`config.mk`:
```
export PLATFORM = sky130hd
export DESIGN_NAME = bank_context_stack_flat
export DESIGN_NICKNAME = d
export VERILOG_FILES = /design/src/rtl/bank_context_stack_pkg.sv /design/src/rtl/bank_context_stack_if.sv /design/src/rtl/bank_context_stack_lifo.sv /design/src/rtl/bank_context_stack.sv /design/src/flat_wrapper.sv
export SDC_FILE = /design/constraint.sdc
export NUM_CORES = 1
export LEC_CHECK = 0
export BUFFER_PORTS_ARGS = -buffer_cell sky130_fd_sc_hd__buf_4
export CORE_MARGIN = 1
export CORE_UTILIZATION = 50
export CTS_CLUSTER_DIAMETER = 150
export DETAILED_ROUTE_END_ITERATION = 6
export GPL_TIMING_DRIVEN = 0
export PLACE_DENSITY = 0.79
export SLEW_MARGIN = 40
export SYNTH_ARGS = -nofsm -noshare
export SYNTH_HDL_FRONTEND = slang
export SYNTH_SLANG_ARGS = --single-unit
export TNS_END_PERCENT = 10
```
`constraint.sdc`:
```
create_clock -name clk -period 3.3 [get_ports clk]
set_clock_uncertainty 0.15 [all_clocks]
set_input_delay 0.165 -clock clk [delete_from_list [all_inputs] [get_ports clk]]
set_output_delay 0.165 -clock clk [all_outputs]
set_load 0.005 [all_outputs]
```
`src/rtl/bank_context_stack_pkg.sv`:
```
// Shared definitions for the bank context stack: command-priority decode and reset default.
package bank_pkg;

    typedef enum logic [2:0] {
        OP_NOP,
        OP_WRITE,
        OP_INC,
        OP_PUSH,
        OP_POP,
        OP_ILLEGAL
    } op_e;

    localparam int RESET_BANK_DEF = 0;

    // One action per cycle; the earlier test wins when several strobes are high.
    function automatic op_e decode_op(input logic write_en, input logic push_en,
                                      input logic pop_en, input logic inc_en);
        if (push_en && pop_en) return OP_ILLEGAL;
        if (pop_en)            return OP_POP;
        if (push_en)           return OP_PUSH;
        if (write_en)          return OP_WRITE;
        if (inc_en)            return OP_INC;
        return OP_NOP;
    endfunction

endpackage

```
`src/rtl/bank_context_stack_if.sv`:
```
// Control-unit side of the bank context stack: command strobes in, bank/stack status out.
interface bank_context_stack_if #(
    parameter int BANK_W = 2,
    parameter int DEPTH  = 4
);
    localparam int LVL_W = $clog2(DEPTH + 1);

    logic              write_en;
    logic              push_en;
    logic              pop_en;
    logic              inc_en;
    logic              err_clr;
    logic [BANK_W-1:0] in_data;
    logic [BANK_W-1:0] out_data;
    logic [LVL_W-1:0]  level;
    logic              empty;
    logic              full;
    logic              err;

    modport master (
        output write_en, push_en, pop_en, inc_en, err_clr, in_data,
        input  out_data, level, empty, full, err
    );

    modport slave (
        input  write_en, push_en, pop_en, inc_en, err_clr, in_data,
        output out_data, level, empty, full, err
    );
endinterface

```
`src/rtl/bank_context_stack_lifo.sv`:
```
// Saved-context LIFO: storage, level counter and full/empty flags. push/pop arrive pre-qualified.
module bank_lifo #(
    parameter  int BANK_W = 2,
    parameter  int DEPTH  = 4,
    localparam int LVL_W  = $clog2(DEPTH + 1)
) (
    input  logic              clk,
    input  logic              rst_n,
    input  logic              push,
    input  logic              pop,
    input  logic [BANK_W-1:0] din,
    output logic [BANK_W-1:0] top,
    output logic [LVL_W-1:0]  level,
    output logic              empty,
    output logic              full
);
    logic [BANK_W-1:0] mem [DEPTH];
    logic [LVL_W-1:0]  lvl_q;

    // Storage is deliberately not reset; entries at or above level are never read out.
    always_ff @(posedge clk) begin
        for (int i = 0; i < DEPTH; i++)
            if (push && lvl_q == LVL_W'(i)) mem[i] <= din;
    end

    always_ff @(posedge clk or negedge rst_n) begin
        if (!rst_n)    lvl_q <= '0;
        else if (push) lvl_q <= lvl_q + LVL_W'(1);
        else if (pop)  lvl_q <= lvl_q - LVL_W'(1);
    end

    always_comb begin
        top = '0;
        for (int i = 0; i < DEPTH; i++)
            if (lvl_q == LVL_W'(i + 1)) top = mem[i];
    end

    assign level = lvl_q;
    assign empty = (lvl_q == '0);
    assign full  = (lvl_q == LVL_W'(DEPTH));
endmodule

```
`src/rtl/bank_context_stack.sv`:
```
// Active memory bank register with a LIFO of saved bank contexts for call/interrupt nesting.
module bank_context_stack
    import bank_pkg::*;
#(
    parameter int BANK_W     = 2,
    parameter int DEPTH      = 4,
    parameter int RESET_BANK = RESET_BANK_DEF
) (
    input  logic                 clk,
    input  logic                 rst_n,
    bank_context_stack_if.slave  bus
);
    localparam int LVL_W = $clog2(DEPTH + 1);

    op_e               op;
    logic              lifo_push, lifo_pop, err_set;
    logic [BANK_W-1:0] bank_q, bank_d, top;
    logic [LVL_W-1:0]  level;
    logic              empty, full;
    logic              err_q;

    always_comb begin
        op        = decode_op(bus.write_en, bus.push_en, bus.pop_en, bus.inc_en);
        lifo_push = 1'b0;
        lifo_pop  = 1'b0;
        err_set   = 1'b0;
        bank_d    = bank_q;
        unique case (op)
            OP_ILLEGAL: err_set = 1'b1;
            OP_POP: begin
                if (empty) err_set = 1'b1;
                else begin
                    lifo_pop = 1'b1;
                    bank_d   = top;
                end
            end
            // A full stack blocks the whole call, including its bank switch.
            OP_PUSH: begin
                if (full) err_set = 1'b1;
                else begin
                    lifo_push = 1'b1;
                    if (bus.write_en) bank_d = bus.in_data;
                end
            end
            OP_WRITE: bank_d = bus.in_data;
            OP_INC:   bank_d = bank_q + BANK_W'(1);
            default:  ;
        endcase
    end

    always_ff @(posedge clk or negedge rst_n) begin
        if (!rst_n) begin
            bank_q <= BANK_W'(RESET_BANK);
            err_q  <= 1'b0;
        end else begin
            bank_q <= bank_d;
            if (err_set)          err_q <= 1'b1;
            else if (bus.err_clr) err_q <= 1'b0;
        end
    end

    bank_lifo #(.BANK_W(BANK_W), .DEPTH(DEPTH)) u_lifo (
        .clk   (clk),
        .rst_n (rst_n),
        .push  (lifo_push),
        .pop   (lifo_pop),
        .din   (bank_q),
        .top   (top),
        .level (level),
        .empty (empty),
        .full  (full)
    );

    assign bus.out_data = bank_q;
    assign bus.level    = level;
    assign bus.empty    = empty;
    assign bus.full     = full;
    assign bus.err      = err_q;
endmodule

```
`src/flat_wrapper.sv`:
```
// flat-port wrapper written by rule: the top's interface ports become plain ports
module bank_context_stack_flat import bank_pkg::*;
#(
    parameter int BANK_W     = 2,
    parameter int DEPTH      = 4,
    parameter int RESET_BANK = RESET_BANK_DEF
)
  (clk, rst_n, bus_write_en, bus_push_en, bus_pop_en, bus_inc_en, bus_err_clr, bus_in_data, bus_out_data, bus_level, bus_empty, bus_full, bus_err);
  bank_context_stack_if #(.BANK_W(BANK_W), .DEPTH(DEPTH)) bus_i ();
  input  logic clk;
  input  logic rst_n;
  input wire logic [$bits(bus_i.write_en)-1:0] bus_write_en;
  input wire logic [$bits(bus_i.push_en)-1:0] bus_push_en;
  input wire logic [$bits(bus_i.pop_en)-1:0] bus_pop_en;
  input wire logic [$bits(bus_i.inc_en)-1:0] bus_inc_en;
  input wire logic [$bits(bus_i.err_clr)-1:0] bus_err_clr;
  input wire logic [$bits(bus_i.in_data)-1:0] bus_in_data;
  output wire logic [$bits(bus_i.out_data)-1:0] bus_out_data;
  output wire logic [$bits(bus_i.level)-1:0] bus_level;
  output wire logic [$bits(bus_i.empty)-1:0] bus_empty;
  output wire logic [$bits(bus_i.full)-1:0] bus_full;
  output wire logic [$bits(bus_i.err)-1:0] bus_err;
  assign bus_i.write_en = bus_write_en;
  assign bus_i.push_en = bus_push_en;
  assign bus_i.pop_en = bus_pop_en;
  assign bus_i.inc_en = bus_inc_en;
  assign bus_i.err_clr = bus_err_clr;
  assign bus_i.in_data = bus_in_data;
  assign bus_out_data = bus_i.out_data;
  assign bus_level = bus_i.level;
  assign bus_empty = bus_i.empty;
  assign bus_full = bus_i.full;
  assign bus_err = bus_i.err;
  bank_context_stack #(.BANK_W(BANK_W), .DEPTH(DEPTH), .RESET_BANK(RESET_BANK)) u_core (.clk(clk), .rst_n(rst_n), .bus(bus_i));
endmodule
```
# After elaboration in Yosys (flattened, before gate mapping)
# Memories as Yosys holds them, arrays and structs flattened.
# Index checks and enable logic that the tools add are counted.
[classes]
n_addsub = 3
eq_ne = 12
n_mux = 61
n_reduce_logical = 13
[ops]
columns = ["op", "count"]
rows = [
  ["$mux 3", 12],
  ["$mux 1", 34],
  ["$mux 2", 13],
  ["$eq 3x2->1 const B", 4],
  ["$eq 3x3->1 const B", 3],
  ["$pmux 2 s4", 1],
  ["$eq 3x1->1 const B", 2],
  ["$ne 2x2->1 const B", 3],
  ["$reduce_or 2->1", 3],
  ["$logic_and 1x1->1", 5],
  ["$reduce_and 4->1", 1],
  ["$reduce_bool 2->1", 2],
  ["$reduce_bool 4->1", 1],
  ["$add 3x1->3 const B", 1],
  ["$logic_not 3->1", 1],
  ["$pmux 1 s3", 1],
  ["$sub 3x1->3 const B", 1],
  ["$add 2x1->2 const B", 1],
]
[totals]
register_bits = 6
ramBits = 8
input_bits = 9
output_inout_bits = 8
word_cells = 93
memories = 1
[mem_list]
columns = ["memory", "depth", "width", "rd", "rd_clocked_by_memory_dff", "wr", "line", "text"]
rows = [
  ["u_core.u_lifo.mem", 4, 2, 4, 0, 1, "bank_context_stack_lifo.sv:17", "logic [BANK_W-1:0] mem [DEPTH];"],
]

# Depth between registers and ports, before layout
# Gate-level depths: netlist of run 1.
[logic_depth]
word_depth = 26
mapped_depth = 7
depth_no_buf = 7

# By module
# Synthesis of run 1 repeated with hierarchy kept, for this count alone.
[unflattened]
cells_unflattened = 76
hier_area_um2 = 809.5
[modules_own_cells]
columns = ["module", "n_inst", "cells_per_inst", "area_per_inst_um2"]
rows = [
  ["bank_lifo", 1, 47, 568.0],
  ["bank_context_stack", 1, 29, 241.5],
]

# Worst setup path after synthesis of run 1
# Ideal clock, no wire load.
[synth_path]
path_type = "register to register"
from = "reg u_core.u_lifo.lvl_q[2], in the netlist u_core.u_lifo.level[2]"
to = "reg u_core.bank_q[1], in the netlist u_core.bus.out_data[1]"
setup_time_ns = 0.128
t_arrival_ns = 1.679
t_required_ns = 3.022
slack_ns = 1.343
stages_incl_launch_ff = 8
path_buffers = 1
synth_period_minus_slack_ns = 1.957
cell_sequence = "dfrtp_1 > buf_4 > inv_1 > ha_1 > a22o_1 > a211oi_1 > o32ai_1 > mux2_1"
[synth_via]
elab_chain_len = 7
[synth_lines]
columns = ["item", "line", "text"]
rows = [
  ["from (decl)", "bank_context_stack_lifo.sv:18", "logic [LVL_W-1:0] lvl_q;"],
  ["from (signal assigned)", "bank_context_stack_lifo.sv:28", "else if (push) lvl_q <= lvl_q + LVL_W'(1);"],
  ["from (signal assigned)", "bank_context_stack_lifo.sv:29", "else if (pop) lvl_q <= lvl_q - LVL_W'(1);"],
  ["$eq 3x1->1", "bank_context_stack_lifo.sv:35", "if (lvl_q == LVL_W'(i + 1)) top = mem[i];"],
  ["$mux 2 (4 in a row)", "bank_context_stack_lifo.sv:35", ""],
  ["$mux 2", "bank_context_stack.sv:31", "if (empty) err_set = 1'b1;"],
  ["$pmux 2 s4", "bank_context_stack.sv:28", "unique case (op)"],
  ["to (signal assigned)", "bank_context_stack.sv:53", "bank_q <= BANK_W'(RESET_BANK);"],
  ["to (signal assigned)", "bank_context_stack.sv:56", "bank_q <= bank_d;"],
  ["to (decl)", "bank_context_stack.sv:17", "logic [BANK_W-1:0] bank_q, bank_d, top;"],
]
# Several ways; a longest one is shown, not always the timed one. The select of a mux whose other input is x is not followed.
# A chain may end at the register's enable or synchronous reset.

# Worst setup path in the final report of run 1
[layout_path]
from = "reg u_core.u_lifo.lvl_q[2], in the netlist u_core.u_lifo.level[2]"
to = "reg u_core.bank_q[0], in the netlist u_core.bus.out_data[0]"
# Same word-level chain as after synthesis.

==> impl_metrics.csv, run 1 <==
group,metric,value,unit
sta,hold_violations,0,
synthesis,synth.yosys.seq_area_share,42.3,%
placement,placement.cell_area,1070,µm²
placement,gp_routability_congestion,0.792,
finish,nets,127,
finish,number_of_antenna_diodes,0,
clock_tree,cts_buffers,3,
setup_path,critPathCaptureType,"register",
synthesis,syn_area,922,µm²
setup_path,criticalPathCategory,"reg2reg",
global_route,grt_pass1_wl,3.02,mm
floorplan,die_w,44.9,µm
drt,wire_per_inst,13.9,µm
hold_path,hold_path.startpoint,"bus_err_clr",
placement,place_ws,1.10,ns
global_route,grt_pass1_vias,661,
status,run_status,"finished, final reports clean",
sta,final.setup.tns,0,ns
finish,fillerInstances,158,
synthesis,synth.ff_latch_count,14,
sta,worstMarginPinSlew,0.382,ns
finish,final_cell_mix,"sky130_fd_sc_hd__buf_4 (17), sky130_fd_sc_hd__nor2_1 (12), sky130_fd_sc_hd__edfxtp_1 (8)",
setup_path,crit_path_start_kind,"register",
floorplan,coreArea,1730,µm²
setup_path,rrSetupSlack,1.10,ns
job,drv_cap,0,
placement,place_hpwl,1.44,mm
finish,finalNonFillerCells,136,
setup_path,crit_buf_inv,2,
hold_path,hold_path_depth,3,
floorplan,chip_height,44.9,µm
sta,max-slew-margin-rel,74.5,%
synthesis,syn-num-nets,106,
power_and_ir_drop,power.density_cell_area,776,nW/µm²
hold_path,min_delay_worst_endpoint,"u_core.bus.err",
setup_path,worst_path_dominant_cell_family,"compound AO/OA/AOI/OAI gates",
synthesis,synth.distinct_cells,35,
clock_tree,tritoncts,"built",
floorplan,floorplan.initialDensity,53.4,%
synthesis,syn-instance-count,91,
finish,stdcell_area,1100,µm²
setup_path,critical_path_peak_fanout,10,
global_route,grt_antenna_before_repair,0,
finish,layout_commonest_cell,"sky130_fd_sc_hd__buf_4",
global_route,grt_remaining_overflow,0,
placement,numPlacedInstances,131,
floorplan,dieArea,2020,µm²
clock_tree,cts_max_path_buffers,2,
finish,post_route_cells_drive_above_1_share,25.2,%
setup_path,r2r_cells,7,
drt,starting_drc_count_in_detailed_routing,10,
setup_path,worst_path_largest_cell_delay,0.51,ns
floorplan,top_level_ports,17,
hold_path,hold_path_class,"in2reg",
sta,fin_crit,2.20,ns
setup_path,cp.arrival,2.28,ns
clock_tree,clock-sinks,14,
clock_tree,cts-resized-gates,0,
floorplan,row_count,15,
drt,final_antenna_net_count,0,
setup_path,crit_path_cell_trace,"buf_4 > inv_1 > ha_1 > nor4b_4 > a22oi_2 > a311oi_2 > a2bb2oi_1",
clock_tree,clock_latency,0.29,ns
setup_path,regToRegStartpoint,"u_core.u_lifo.level[2]",
drt,detail_route.drc_violations,0,
clock_tree,root_buffer,"sky130_fd_sc_hd__clkbuf_4",
global_route,grtUsageTotal,21.5,%
clock_tree,postCtsSetupBuffers,0,
sta,hold_slack,0.00246,ns
drt,post_drt_via_cell_ratio,5.46,
setup_path,cp_slowest_cell,"sky130_fd_sc_hd__dfrtp_1",
power_and_ir_drop,vdd_drop_max,0.000535,V
setup_path,r2r_end,"u_core.bus.out_data[0]",
synthesis,yosysWarningCount,0,
synthesis,syn-mean-instance-area,10.1,µm²
sta,final_max_slew_viol_count,0,
power_and_ir_drop,power,0.855,mW
sta,timing.final.crit_share,66.7,%
setup_path,worstPathRequired,3.37,ns
clock_tree,cts.reportedPaths.clkPinSlew,0.09,ns
drt,dr.pass1.iters,4,
placement,numPortBuffers,15,
drt,finalWirelength,1.88,mm
sta,setup_slack,1.10,ns
power_and_ir_drop,cellLeakagePower,0.454,nW
sta,achievable-frequency,0.454,GHz
sta,timing.final.setup_violations,0,
drt,via_count,743,
finish,area_delta_synth_final,19.5,%
sta,rsz0062_at_grt,"no",
setup_path,worst_setup_path_startpoint,"u_core.u_lifo.level[2]",
global_route,maximum_number_of_pins_on_one_net_before_global_route_repair,11,
finish,postLayoutCoreUtil,63.8,%
clock_tree,h_tree_levels,1,
-- logic make-up after synthesis --
family | after synthesis | share of synthesized area (%)
simple gates | 34 | 20.8
mux | 1 | 1.22
xor+xnor | 2 | 1.90
buf+inv | 11 | 5.56
fa+ha+maj | 6 | 8.14
compound gates | 23 | 20.1
flops | 14 | 42.3
-- worst reg2reg max path, cell delays in order (launching register included) --
cell,delay [ns]
sky130_fd_sc_hd__dfrtp_1,0.51
sky130_fd_sc_hd__buf_4,0.23
sky130_fd_sc_hd__inv_1,0.05
sky130_fd_sc_hd__ha_1,0.29
sky130_fd_sc_hd__nor4b_4,0.33
sky130_fd_sc_hd__a22oi_2,0.10
sky130_fd_sc_hd__a311oi_2,0.28
sky130_fd_sc_hd__a2bb2oi_1,0.20
-- power by group --
part	switching, mW	total [mW]	internal (mW)	leakage, nW
combinational	0.223	0.439	0.216	0.293
sequential	0.0666	0.312	0.245	0.145
clock	0.0606	0.105	0.0441	0.0154
-- what timing repair did --
item,4_1_cts,5_1_grt
setup endpoints to repair,0,0
endpoints found under the hold margin,6,0
hold buffers,1,0
-- area by class of cell --
class | instances | area, µm² | share of cell area, %
Multi-Input combinational cell | 66 | 480 | 43.6
Sequential cell | 14 | 390 | 35.4
Timing Repair Buffer | 16 | 123 | 11.1
Tap cell | 25 | 31.3 | 2.84
Inverter | 7 | 26.3 | 2.38
Buffer | 4 | 25.0 | 2.27
Clock buffer | 3 | 22.5 | 2.04
Clock inverter | 1 | 3.75 | 0.341
-- worst max path at each step --
stage                                  end  slack [ns]  depth (start not counted)
floorplan           u_core.bus.out_data[1]        1.34                          7
global placement    u_core.bus.out_data[1]        1.12                          7
detailed placement  u_core.bus.out_data[1]        1.10                          7
CTS                 u_core.bus.out_data[0]        1.09                          7
global route        u_core.bus.out_data[0]        0.93                          7
finish              u_core.bus.out_data[0]        1.10                          7
-- synth_stat cells, drive strengths merged --
library cell	n	area, µm²
a211oi	2	15.0
a21oi	4	20.0
a22o	1	8.76
a22oi	1	12.5
a2bb2oi	1	8.76
a311oi	2	23.8
a31oi	1	6.26
buf	4	25.0
dfrtp	6	150
edfxtp	8	240
ha	6	75.1
inv	7	26.3
mux2	1	11.3
nand2	6	22.5
nand2b	1	6.26
nand3	3	15.0
nor2	12	45.0
nor2b	1	6.26
nor3	3	15.0
nor3b	4	30.0
nor4b	3	41.3
nor4bb	1	10.0
o2111ai	1	8.76
o211ai	1	12.5
o21a	2	15.0
o21ai	5	36.3
o221ai	1	8.76
o32ai	1	8.76
xnor2	1	8.76
xor2	1	8.76
-- state kept, by name (all words and copies together), names as in the netlist --
signal and cells:
u_core.u_lifo.mem 8, u_core.bus.out_data 2, u_core.bus.err 1, u_core.u_lifo.level 3
-- per-layer routing --
layer | part of all wire, % | vias up | global-route usage [%]
met5 | 0 | - | 0
met4 | 2.1 | 0 | 10.9
met3 | 3.8 | 5 | 4.00
met2 | 48 | 19 | 33.3
met1 | 46 | 343 | 28.6
li1 | - | 376 | -
Power figures use the tool's default switching activity.
==> run 2: changes to the inputs <==
ABC_AREA = 1   (was unset)
CORE_UTILIZATION = 48   (was 50)
PLACE_DENSITY = 0.8   (was 0.79)
clock period = 2 ns   (was 3.3 ns; I/O delays follow)
==> impl_metrics.csv, run 2 <==
group,metric,value,unit
status,run_status,"finished, final reports clean",
setup_path,cp_slowest_cell,"sky130_fd_sc_hd__dfrtp_1",
finish,nets,150,
synthesis,syn-instance-count,110,
clock_tree,clock-sinks,14,
clock_tree,ctsHoldBuffers,4,
finish,area_delta_synth_final,24.7,%
drt,wire_per_inst,10.1,µm
sta,final.setup.tns,0,ns
synthesis,synthFlopType,"sky130_fd_sc_hd__edfxtp_1",
floorplan,coreArea,1730,µm²
setup_path,worstSetupPathDepth,5,
global_route,grtUsageTotal,18.8,%
power_and_ir_drop,power.share.sequential,37.6,%
setup_path,worst_path_dominant_cell_family,"flip-flops",
floorplan,row_count,15,
clock_tree,clock_latency,0.28,ns
synthesis,number_of_synthesized_flops_with_an_enable_pin,8,
setup_path,endpoint,"bus_empty",
clock_tree,postCtsSetupBuffers,0,
floorplan,chip_height,44.9,µm
drt,finalWirelength,1.61,mm
setup_path,rrSetupSlack,0.35,ns
clock_tree,cts.reportedPaths.clkPinSlew,0.08,ns
synthesis,syn-num-nets,125,
finish,number_of_antenna_diodes,0,
setup_path,crit_path_start_kind,"register",
hold_path,hold_path_class,"in2async",
sta,max-slew-margin-rel,77.1,%
setup_path,r2r_end,"u_core.u_lifo.mem[3][1]",
setup_path,critical_path_peak_fanout,5,
synthesis,yosys.area.top_type,"sky130_fd_sc_hd__edfxtp_1",
setup_path,critPathCaptureType,"output pin",
floorplan,die_w,44.9,µm
drt,starting_drc_count_in_detailed_routing,8,
power_and_ir_drop,switching_share,40.1,%
drt,dr.pass1.iters,4,
finish,post_route_cells_drive_above_1_share,25.4,%
floorplan,dieArea,2010,µm²
global_route,grt_antenna_before_repair,0,
sta,fin_crit,1.69,ns
clock_tree,tritoncts,"built",
setup_path,worstPathRequired,1.75,ns
clock_tree,root_buffer,"sky130_fd_sc_hd__clkbuf_4",
power_and_ir_drop,vdd_drop_max,0.000607,V
sta,hold_violations,0,
finish,fillerInstances,161,
power_and_ir_drop,cellLeakagePower,0.568,nW
placement,numPortBuffers,16,
finish,final_cell_mix,"sky130_fd_sc_hd__nand2_1 (26), sky130_fd_sc_hd__nor2_1 (17), sky130_fd_sc_hd__buf_4 (16)",
drt,detail_route.drc_violations,0,
synthesis,synth.yosys.seq_area_share,44.3,%
finish,stdcell_area,1100,µm²
setup_path,criticalPathCategory,"reg2out",
setup_path,cp.arrival,1.44,ns
drt,post_drt_via_cell_ratio,4.67,
setup_path,worst_setup_path_startpoint,"u_core.u_lifo.level[0]",
placement,gp_routability_congestion,0.723,
floorplan,floorplan.initialDensity,51.1,%
floorplan,top_level_ports,17,
sta,final_max_slew_viol_count,0,
setup_path,r2r_cells,5,
drt,final_antenna_net_count,0,
synthesis,synth.ff_latch_count,14,
setup_path,regToRegStartpoint,"u_core.u_lifo.level[0]",
finish,layout_commonest_cell,"sky130_fd_sc_hd__nand2_1",
sta,timing.final.setup_violations,0,
clock_tree,h_tree_levels,1,
clock_tree,cts_buffers,3,
power_and_ir_drop,cell_internal_pwr,0.757,mW
synthesis,post_synth_most_frequent_cells,"sky130_fd_sc_hd__nand2_1 (26), sky130_fd_sc_hd__nor2_1 (17), sky130_fd_sc_hd__inv_1 (15)",
setup_path,crit_path_cell_trace,"inv_1 > ha_1 > nand2_1 > inv_1 > buf_4",
setup_path,worst_path_largest_cell_delay,0.44,ns
sta,timing.final.crit_share,84.6,%
global_route,maximum_number_of_pins_on_one_net_before_global_route_repair,9,
job,drv_cap,0,
synthesis,synth_top_area_share,27.2,%
setup_path,crit_buf_inv,3,
sta,rsz0062_at_grt,"no",
synthesis,syn_area,882,µm²
synthesis,synth-async-reset-ratio,42.9,%
finish,largest_register_ff_count,8,
sta,achievable-frequency,0.591,GHz
synthesis,syn-mean-instance-area,8.02,µm²
global_route,grt_pass1_vias,691,
clock_tree,cts-resized-gates,0,
sta,worstMarginPinSlew,0.340,ns
power_and_ir_drop,power.density_cell_area,1150,nW/µm²
placement,place_hpwl,1.28,mm
power_and_ir_drop,switching_power,0.506,mW
synthesis,synth.distinct_cells,22,
setup_path,path_common_cell,"sky130_fd_sc_hd__inv_1",
synthesis,synth_top_cells_by_area,"sky130_fd_sc_hd__edfxtp_1 (27%), sky130_fd_sc_hd__dfrtp_1 (17%), sky130_fd_sc_hd__nand2_1 (11%), sky130_fd_sc_hd__ha_1 (8.5%), sky130_fd_sc_hd__nor2_1 (7.2%)",
synthesis,yosys.cell_count.top_type,"sky130_fd_sc_hd__nand2_1",
global_route,grt_remaining_overflow,0,
power_and_ir_drop,comb_power_share,49.5,%
drt,via_count,742,
power_and_ir_drop,power_frac_clock,12.9,%
finish,regMostFlops,"u_core.u_lifo.mem",
global_route,grt_pass1_wl,2.74,mm
synthesis,yosysWarningCount,0,
placement,placement.cell_area,1030,µm²
clock_tree,cts_max_path_buffers,2,
-- run 2: cell count changes after synthesis, moves of 3 or more --
cell / previous run / this run
sky130_fd_sc_hd__nand2_1: 6 / 26
sky130_fd_sc_hd__nor3b_1: 4 / 0
sky130_fd_sc_hd__a21oi_1: 4 / 1
sky130_fd_sc_hd__inv_1: 6 / 15
sky130_fd_sc_hd__inv_2: 1 / 5
sky130_fd_sc_hd__nand2_2: 0 / 4
sky130_fd_sc_hd__nor2_1: 12 / 17
-- run 2: cells by family (layout without fill, tap and decap cells) --
logic type / count (synthesis) / in the layout / synth area share (%)
adder cells (fa/ha/maj): 6 / 6 / 8.51
flip-flops: 14 / 14 / 44.3
buffers and inverters: 21 / 45 / 9.79
XOR/XNOR: 3 / 3 / 2.98
AND/OR/NAND/NOR: 58 / 58 / 28.9
AO/OA/AOI/OAI: 8 / 8 / 5.53
-- run 2: worst min path at each step --
| stage | slack, ns | to | start | cells after the start |
|---|---|---|---|---|
| 6_report | 0.003 | u_core.bus.err | rst_n | 2 |
| 4_1_cts | 0.008 | u_core.bus.err | rst_n | 2 |
| 2_1_floorplan | -0.35 | u_core.bus.err | rst_n | 0 |
| 3_5_place_dp | -0.24 | u_core.bus.err | rst_n | 1 |
| 5_1_grt | 0.006 | u_core.u_lifo.level[1] | rst_n | 2 |
| 3_3_place_gp | -0.24 | u_core.u_lifo.level[1] | rst_n | 1 |
-- run 2: final cells by class --
class                           instances  area [µm²]  area share, %
Multi-Input combinational cell         75         405           36.9
Clock inverter                          1        3.75          0.341
Buffer                                  1        11.3           1.02
Timing Repair Buffer                   20         160           14.6
Tap cell                               25        31.3           2.84
Sequential cell                        14         390           35.5
Inverter                               20        75.1           6.83
Clock buffer                            3        22.5           2.05
-- run 2: through the flow --
step / setup WS [ns] / util [%] / hold WS [ns] / power [mW] / std cells
2_1_floorplan: 0.454 / - / -0.346 / 0.892 / 110
3_3_place_gp: 0.371 / 59.9 / -0.238 / 1.09 / 151
3_5_place_dp: 0.328 / 59.9 / -0.236 / 1.10 / 151
4_1_cts: 0.318 / 63.7 / 0.00756 / 1.27 / 159
5_1_grt: 0.202 / 63.7 / 0.00588 / 1.38 / 159
6_report: 0.308 / 63.7 / 0.00344 / 1.26 / 159
-- run 2: metal layers --
| metal | global-route usage (%) | wire length (µm) | vias to the layer above |
|---|---|---|---|
| met5 | 0 | 0 | - |
| met4 | 9.09 | 21 | 0 |
| met1 | 23.0 | 752 | 332 |
| met2 | 33.5 | 789 | 18 |
| li1 | - | - | 389 |
| met3 | 1.20 | 45 | 3 |
-- run 2: power by group through the flow --
stage / clock, mW / combinational, mW / sequential, mW
3_3_place_gp: 0 / 0.606 / 0.480
5_1_grt: 0.182 / 0.710 / 0.486
3_5_place_dp: 0 / 0.620 / 0.483
2_1_floorplan: 0 / 0.422 / 0.470
4_1_cts: 0.162 / 0.631 / 0.476
6_report: 0.163 / 0.626 / 0.475
